## config.mk

```make
export PLATFORM = sky130hd
export DESIGN_NAME = robs_divider
export DESIGN_NICKNAME = d
export VERILOG_FILES = /design/src/rtl/robs_pkg.sv /design/src/rtl/robs_div_step.sv /design/src/rtl/robs_divider.sv
export SDC_FILE = /design/constraint.sdc
export NUM_CORES = 1
export LEC_CHECK = 0
export CAP_MARGIN = 10
export CORE_AREA = 8 8 102 104
export CTS_CLUSTER_SIZE = 12
export DETAILED_ROUTE_END_ITERATION = 10
export DIE_AREA = 0 0 110 112
export PLACE_DENSITY = 0.65
export SKIP_CTS_REPAIR_TIMING = 1
export SYNTH_ARGS = -nofsm -noshare
export SYNTH_HDL_FRONTEND = slang
export SYNTH_SLANG_ARGS = --single-unit
```

## constraint.sdc

```tcl
create_clock -name clk -period 2 [get_ports clk]
set_input_delay 0.5 -clock clk [delete_from_list [all_inputs] [get_ports clk]]
set_output_delay 0.5 -clock clk [all_outputs]
set_load 0.02 [all_outputs]
```

## src/rtl/robs_pkg.sv

```systemverilog
// Shared definitions for the Robertson-style signed divider.
//   div_state_t : divider FSM states (IDLE, ITER, FIX, DONE)
//   most_neg()  : most-negative two's-complement value for a given width,
//                 returned zero-extended to 64 bits
package robs_pkg;

    typedef enum logic [1:0] {
        IDLE = 2'd0,
        ITER = 2'd1,
        FIX  = 2'd2,
        DONE = 2'd3
    } div_state_t;

    function automatic logic [63:0] most_neg(input int width);
        return 64'(1) << (width - 1);
    endfunction

endpackage

```

## src/rtl/robs_div_step.sv

```systemverilog
// One combinational restoring-division step on magnitudes.
//   a_i [WIDTH:0]   : partial remainder A before the step
//   q_i [WIDTH-1:0] : dividend/quotient shift register Q before the step
//   m_i [WIDTH-1:0] : divisor magnitude M
//   a_o, q_o        : A and Q after shift, trial subtract and select
module robs_div_step #(
    parameter int WIDTH = 8
) (
    input  logic [WIDTH:0]   a_i,
    input  logic [WIDTH-1:0] q_i,
    input  logic [WIDTH-1:0] m_i,
    output logic [WIDTH:0]   a_o,
    output logic [WIDTH-1:0] q_o
);

    logic [WIDTH+1:0] shifted;
    logic [WIDTH+1:0] trial;

    // One extra bit beyond A keeps the trial difference's sign unambiguous.
    assign shifted = {a_i, q_i[WIDTH-1]};
    assign trial   = shifted - {2'b00, m_i};

    always_comb begin
        a_o = shifted[WIDTH:0];
        q_o = {q_i[WIDTH-2:0], 1'b0};
        if (!trial[WIDTH+1]) begin
            a_o = trial[WIDTH:0];
            q_o = {q_i[WIDTH-2:0], 1'b1};
        end
    end

endmodule

```

## src/rtl/robs_divider.sv

```systemverilog
// Sequential signed divider: restoring division on operand magnitudes,
// followed by a sign-fix step (rounds toward zero, remainder takes the
// dividend's sign).
//   clk, reset             : clock, synchronous active-high reset
//   start                  : request, sampled only in IDLE
//   dividend, divisor      : signed operands, captured on the accepting edge
//   quotient, remainder    : registered signed results
//   busy                   : state != IDLE
//   done                   : one-cycle pulse when results are valid
//   div_by_zero, overflow  : result flags, updated together with results
//   state_o                : current FSM state (debug)
// Handshake: a request is accepted on the edge where start=1 and the FSM is
// IDLE; any start seen while busy (including the DONE cycle) is ignored.
import robs_pkg::*;

module robs_divider #(
    parameter int WIDTH = 8
) (
    input  logic             clk,
    input  logic             reset,
    input  logic             start,
    input  logic [WIDTH-1:0] dividend,
    input  logic [WIDTH-1:0] divisor,
    output logic [WIDTH-1:0] quotient,
    output logic [WIDTH-1:0] remainder,
    output logic             busy,
    output logic             done,
    output logic             div_by_zero,
    output logic             overflow,
    output div_state_t       state_o
);

    localparam int CW = $clog2(WIDTH + 1);
    localparam logic [WIDTH-1:0] MOST_NEG = WIDTH'(most_neg(WIDTH));

    div_state_t       state_q;
    logic [WIDTH:0]   a_q;
    logic [WIDTH-1:0] q_q, m_q;
    logic [WIDTH-1:0] dvd_q, dvs_q;
    logic             sign_q_q, sign_r_q;
    logic [CW-1:0]    cnt_q;
    logic [WIDTH-1:0] quot_q, rem_q;
    logic             done_q, dz_q, ov_q;

    logic [WIDTH:0]   a_d;
    logic [WIDTH-1:0] q_d;

    robs_div_step #(.WIDTH(WIDTH)) u_step (
        .a_i (a_q),
        .q_i (q_q),
        .m_i (m_q),
        .a_o (a_d),
        .q_o (q_d)
    );

    always_ff @(posedge clk) begin
        if (reset) begin
            state_q  <= IDLE;
            a_q      <= '0;
            q_q      <= '0;
            m_q      <= '0;
            dvd_q    <= '0;
            dvs_q    <= '0;
            sign_q_q <= 1'b0;
            sign_r_q <= 1'b0;
            cnt_q    <= '0;
            quot_q   <= '0;
            rem_q    <= '0;
            done_q   <= 1'b0;
            dz_q     <= 1'b0;
            ov_q     <= 1'b0;
        end else begin
            done_q <= 1'b0;
            case (state_q)
                IDLE: begin
                    if (start) begin
                        // Magnitude of the most-negative value fits unsigned.
                        q_q      <= dividend[WIDTH-1] ? -dividend : dividend;
                        m_q      <= divisor[WIDTH-1]  ? -divisor  : divisor;
                        a_q      <= '0;
                        dvd_q    <= dividend;
                        dvs_q    <= divisor;
                        sign_q_q <= dividend[WIDTH-1] ^ divisor[WIDTH-1];
                        sign_r_q <= dividend[WIDTH-1];
                        cnt_q    <= CW'(WIDTH);
                        dz_q     <= 1'b0;
                        ov_q     <= 1'b0;
                        state_q  <= (divisor == '0) ? FIX : ITER;
                    end
                end
                ITER: begin
                    a_q   <= a_d;
                    q_q   <= q_d;
                    cnt_q <= cnt_q - CW'(1);
                    if (cnt_q == CW'(1)) begin
                        state_q <= FIX;
                    end
                end
                FIX: begin
                    if (dvs_q == '0) begin
                        quot_q <= '1;
                        rem_q  <= dvd_q;
                        dz_q   <= 1'b1;
                    end else begin
                        // MOST_NEG / -1 wraps naturally: |Q| = 2^(W-1), negated stays put.
                        quot_q <= sign_q_q ? -q_q : q_q;
                        rem_q  <= sign_r_q ? -a_q[WIDTH-1:0] : a_q[WIDTH-1:0];
                        ov_q   <= (dvd_q == MOST_NEG) && (dvs_q == '1);
                    end
                    done_q  <= 1'b1;
                    state_q <= DONE;
                end
                DONE: begin
                    state_q <= IDLE;
                end
                default: state_q <= IDLE;
            endcase
        end
    end

    assign quotient    = quot_q;
    assign remainder   = rem_q;
    assign busy        = (state_q != IDLE);
    assign done        = done_q;
    assign div_by_zero = dz_q;
    assign overflow    = ov_q;
    assign state_o     = state_q;

endmodule

```

# Yosys cells after proc, flatten, opt, wreduce, memory -nomap -nowiden
# Cells that the tools add are included.
# totals
regBits,68
inputBits,19
output_inout_bits,22
wordCells,67
# classes
addsub,6
n_eq_ne,10
muxes,24
bitwise_logic,1
n_reduce_logical,12
# op_table
op,count
$mux 8,7
$neg 8->8,4
$mux 9,2
$pmux 9 s2,1
$eq 8x8->1 const B,2
$logic_not 8->1,2
$pmux 8 s2,1
$sub 10x8->10,1
$ne 2x2->1 const B,4
$pmux 2 s4,1
$pmux 4 s2,1
$mux 2,3
$reduce_and 2->1,3
$reduce_and 3->1,2
$reduce_bool 2->1,3
$mux 1,5
$eq 2x2->1 const B,2
$eq 4x1->1 const B,1
$mux 4,1
$pmux 1 s2,2
$sub 4x1->4 const B,1
$eq 2x1->1 const B,1
$logic_not 2->1,1
$logic_and 1x1->1,1
$xor 1x1->1,1

# Logic depth before layout (Yosys ltp)
# depth
word_depth,4
depth_mapped,10
mapped_depth_nobuf,10

# Cells and area by module
# From an unflattened synthesis, not the netlist that was laid out.
# hier_totals
cells_unflattened,493
area_unflattened_um2,4067.7
# modules_own_cells
mod,instances,cells_each,area_each_um2,seq_area_each_um2
robs_divider,1,414,3449.6,1321.3
robs_div_step,1,79,618.1,0.0

# Worst setup path before layout
# Ideal clock, no wire load.
# synth_timing
kind,reg2reg
start,register a_q[6]
end,register a_q[8]
setup_ns,0.062
arrival_time_ns,2.172
t_required_ns,1.938
path_slack_ns,-0.234
stages_incl_launch_ff,8
n_path_buf,0
period_less_slack_ns,2.234
cell_sequence,dfxtp_1 ha_1 and3_1 a221oi_2 a21boi_4 xnor2_4 or4b_1 nand3_1
# synth_via
elab_chain_cells,3
# synth_rtl
item,line,rtl
from (decl),robs_divider.sv:37,logic [WIDTH:0] a_q;
from (signal assigned),robs_divider.sv:59,a_q <= '0;
from (signal assigned),robs_divider.sv:80,a_q <= '0;
from (signal assigned),robs_divider.sv:92,a_q <= a_d;
$sub 10x8->10,robs_div_step.sv:21,"assign trial = shifted - {2'b00, m_i};"
$mux 9,robs_div_step.sv:26,if (!trial[WIDTH+1]) begin
$pmux 9 s2,robs_divider.sv:74,case (state_q)
# Every way passes these cells.
# A chain may end at the register's enable or synchronous reset.

# Worst setup path after layout
# layout_timing
start,register q_q[7]
end,register a_q[8]
# layout_via
elab_chain_cells,3
# layout_rtl
item,line,rtl
from (decl),robs_divider.sv:38,"logic [WIDTH-1:0] q_q, m_q;"
from (signal assigned),robs_divider.sv:78,q_q <= dividend[WIDTH-1] ? -dividend : dividend;
from (signal assigned),robs_divider.sv:93,q_q <= q_d;
$sub 10x8->10,robs_div_step.sv:21,
$mux 9,robs_div_step.sv:26,
$pmux 9 s2,robs_divider.sv:74,
# Every way passes these cells.

==> key figures <==
Detailed routing
  – DR DRC count: 0
  – M1 WL: 4.84 mm
  – Met3 WL: 493 microns
  – Top routing layer in use: met4
  – Initial DRC Count: 160
  – Post-route ant nets: 0
  – Vias per inst: 5.24
  – Vias post-DR: 3696
  – Routed met2 length: 4.86 mm
  – DRT Pass-1 Iters: 4
  – WL final: 10.4 mm
  – Post-DR wirelength/cell: 14.8 microns

Die
  – Initial Utilization: 43.7%
  – Core area: 0.00889 sq mm
  – Die H: 112 microns
  – FP Rows: 35
  – DIE AREA: 0.0123 sq mm
  – Die Wd: 110 microns
  – Ports: 41

Run
  – Max-capacitance violation count: 0

Setup path
  – Crit-path cells: inv_2 -> ha_1 -> inv_1 -> fa_2 -> a211oi_2 -> nor2_1 -> o311a_1 -> or4b_1 -> nand3_1
  – Top Family by Delay on Critical Path: simple AND/OR/NAND/NOR gates
  – Worst EP required: 2280 ps
  – Worst path arrival time: 2470 ps
  – Worst Path Max Fanout: 3
  – Largest stage delay, worst path: 470 ps
  – CP startpoint kind: flip-flop
  – Slowest-stage cell, CP: or4b_1
  – WP buf/inv: 2
  – Nature of the critical path endpoint: flip-flop
  – Kind of critical path: flip-flop to flip-flop

Synthesis
  – Post-synth ARST share: 0%
  – Syn_area_per_cell: 7.79 sq um
  – Synth area leader: dfxtp_1
  – Library cells used by synthesis: 56
  – Cells after Synth: 498
  – EDFF count, synth: 0
  – Count leader, synth: nand2_1
  – Yosys reg bits: 66
  – Synth Flop Type: dfxtp_1
  – Synth Warn #: 0
  – Synth top cells by count: nand2_1 (85), dfxtp_1 (66), nor2_1 (53), a21oi_1 (41)
  – Synth area leaders: dfxtp_1 (34%), nand2_1 (8.2%), ha_1 (5.8%)
  – Syn Nets: 536
  – Mapped Area: 0.00388 sq mm
  – Synth top area share: 34.0%
  – Seq/Total Area, Yosys: 34.0%

Timing
  – Skew final: 9.69 ps
  – Final critical-path share of the clock period: 109%
  – Max-slew violation count: 0
  – Fmax: 457 MHz
  – Worst Tran Pin Value: 679 ps
  – Unrepaired setup endpoints after global routing: yes
  – Fin. Hold Viols: 0
  – Setup WS post-layout: -187 ps
  – Final setup fails: 7
  – Period minus WS final: 2190 ps
  – Slew Limit Headroom: 54.7%

Global route
  – Vias in the first global route: 3536
  – First-pass GRT wire length: 17.2 mm
  – GRT Resource Usage Total: 17.4%
  – Initial antenna violation count: 0
  – Grt total ovfl: 0
  – Largest net degree at the start of global routing: 55

Clock tree
  – Worst-path clk slew: 80 ps
  – CTS Sinks: 66
  – TritonCTS clock tree: yes
  – TritonCTS buffer count: 9
  – Root Driver: clkbuf_8
  – Worst-skew pair later-pin latency: 350 ps
  – CTS H-tree depth: 3
  – Clock Path Buffers: 2

Placement
  – Area after DPL: 0.00490 sq mm
  – Dpl hpwl: 7.96 mm
  – I/O Buffers: 40
  – GPL Wtd Cong: 0.822

Status
  – Status: complete, but fails checks
  – Failing checks: negative setup slack

Layout
  – Share of cells above drive strength 1: 20.5%
  – Ant. Diodes: 0
  – Final Instance Area: 0.00515 sq mm
  – Layout Nets: 628
  – Filler instances: 811
  – Area grow syn2layout: 32.7%
  – Area of the multi-input gates: 0.00240 sq mm
  – FF+latch area: 0.00133 sq mm

Power and ir drop
  – Total power: 0.00787 W
  – LEAKAGE: 2.06 nW
  – VDD IR max: 0.621 mV
  – Pwr Density: 1530 mW/mm^2

Min path
  – Worst Hold Class: flip-flop to flip-flop
[tightest hold or removal path, stage by stage, from the launching register on]
cell and delay, ps:
dfxtp_1 330, nand2_1 50, a21oi_1 60
[state kept, by name, indices dropped and copies added, names as in the netlist]
register and flops:
div_by_zero 1, dvd_q 8, dvs_q 7, a_q 9, m_q 8, overflow 1
q_q 8, state_o 2, remainder 8, done 1, cnt_q 4, quotient 8
sign_q_q 1
[routing by layer]
metal | global-route usage [%] | up-vias
met3 | 3.18 | 18
met4 | 7.12 | 0
met1 | 23.2 | 1691
met2 | 26.7 | 80
li1 | - | 1907
met5 | 0 | -
[placed cells by master (no fill, tap or decap), drive strengths merged, types with 12 or more instances in the layout]
master         count
nand2             85
buf               74
dfxtp             66
nor2              53
a21oi             42
clkdlybuf4s50     38
inv               26
xnor2             18
ha                18
mux2i             15
o21ai             15
a211oi            13
clkbuf            12
[final cells by class]
| class | count | share of cell area (%) |
|---|---|---|
| Timing Repair Buffer | 113 | 18.9 |
| Inverter | 26 | 1.90 |
| Clock buffer | 12 | 3.01 |
| Clock inverter | 4 | 0.972 |
| Sequential cell | 66 | 25.9 |
| Tap cell | 111 | 2.70 |
| Multi-Input combinational cell | 374 | 46.7 |
[metrics by stage]
step | setup slack [ps] | setup TNS, ps | util (%) | hold WS [ps] | std cells
2_1_floorplan | -89.2 | -89.2 | - | 439 | 498
3_3_place_gp | -147 | -709 | 55.1 | 458 | 688
3_5_place_dp | -161 | -1020 | 55.1 | 464 | 688
4_1_cts | -272 | -1090 | 57.4 | 477 | 704
5_1_grt | -322 | -1560 | 57.9 | 485 | 706
6_report | -187 | -519 | 57.9 | 480 | 706
[where the power goes]
group / total, W / internal, W / switching, W
Combinational: 0.00470 / 0.00231 / 0.00239
Sequential: 0.00199 / 0.00168 / 0.000315
Clock: 0.00118 / 0.000643 / 0.000533
[cell families (layout without fill, tap and decap cells)]
family / Yosys count / after routing / synth area share (%)
compound gates: 115 / 115 / 19.7
xor+xnor: 28 / 28 / 6.80
fa+ha+maj: 19 / 19 / 6.32
buf+inv: 58 / 155 / 5.93
flops: 66 / 66 / 34.0
mux: 15 / 15 / 3.87
simple gates: 197 / 197 / 23.3
[worst paths after layout]
check                           startpoint        to  slack [ps]  cells after the start
worst min register to register    dvs_q[7]  dvs_q[7]         480                      2
worst max register to register      q_q[7]    a_q[8]        -190                      9
worst max-delay path                q_q[7]    a_q[8]        -190                      9
worst min-delay path              dvs_q[7]  dvs_q[7]         480                      2
Power figures use the tool's default switching activity.
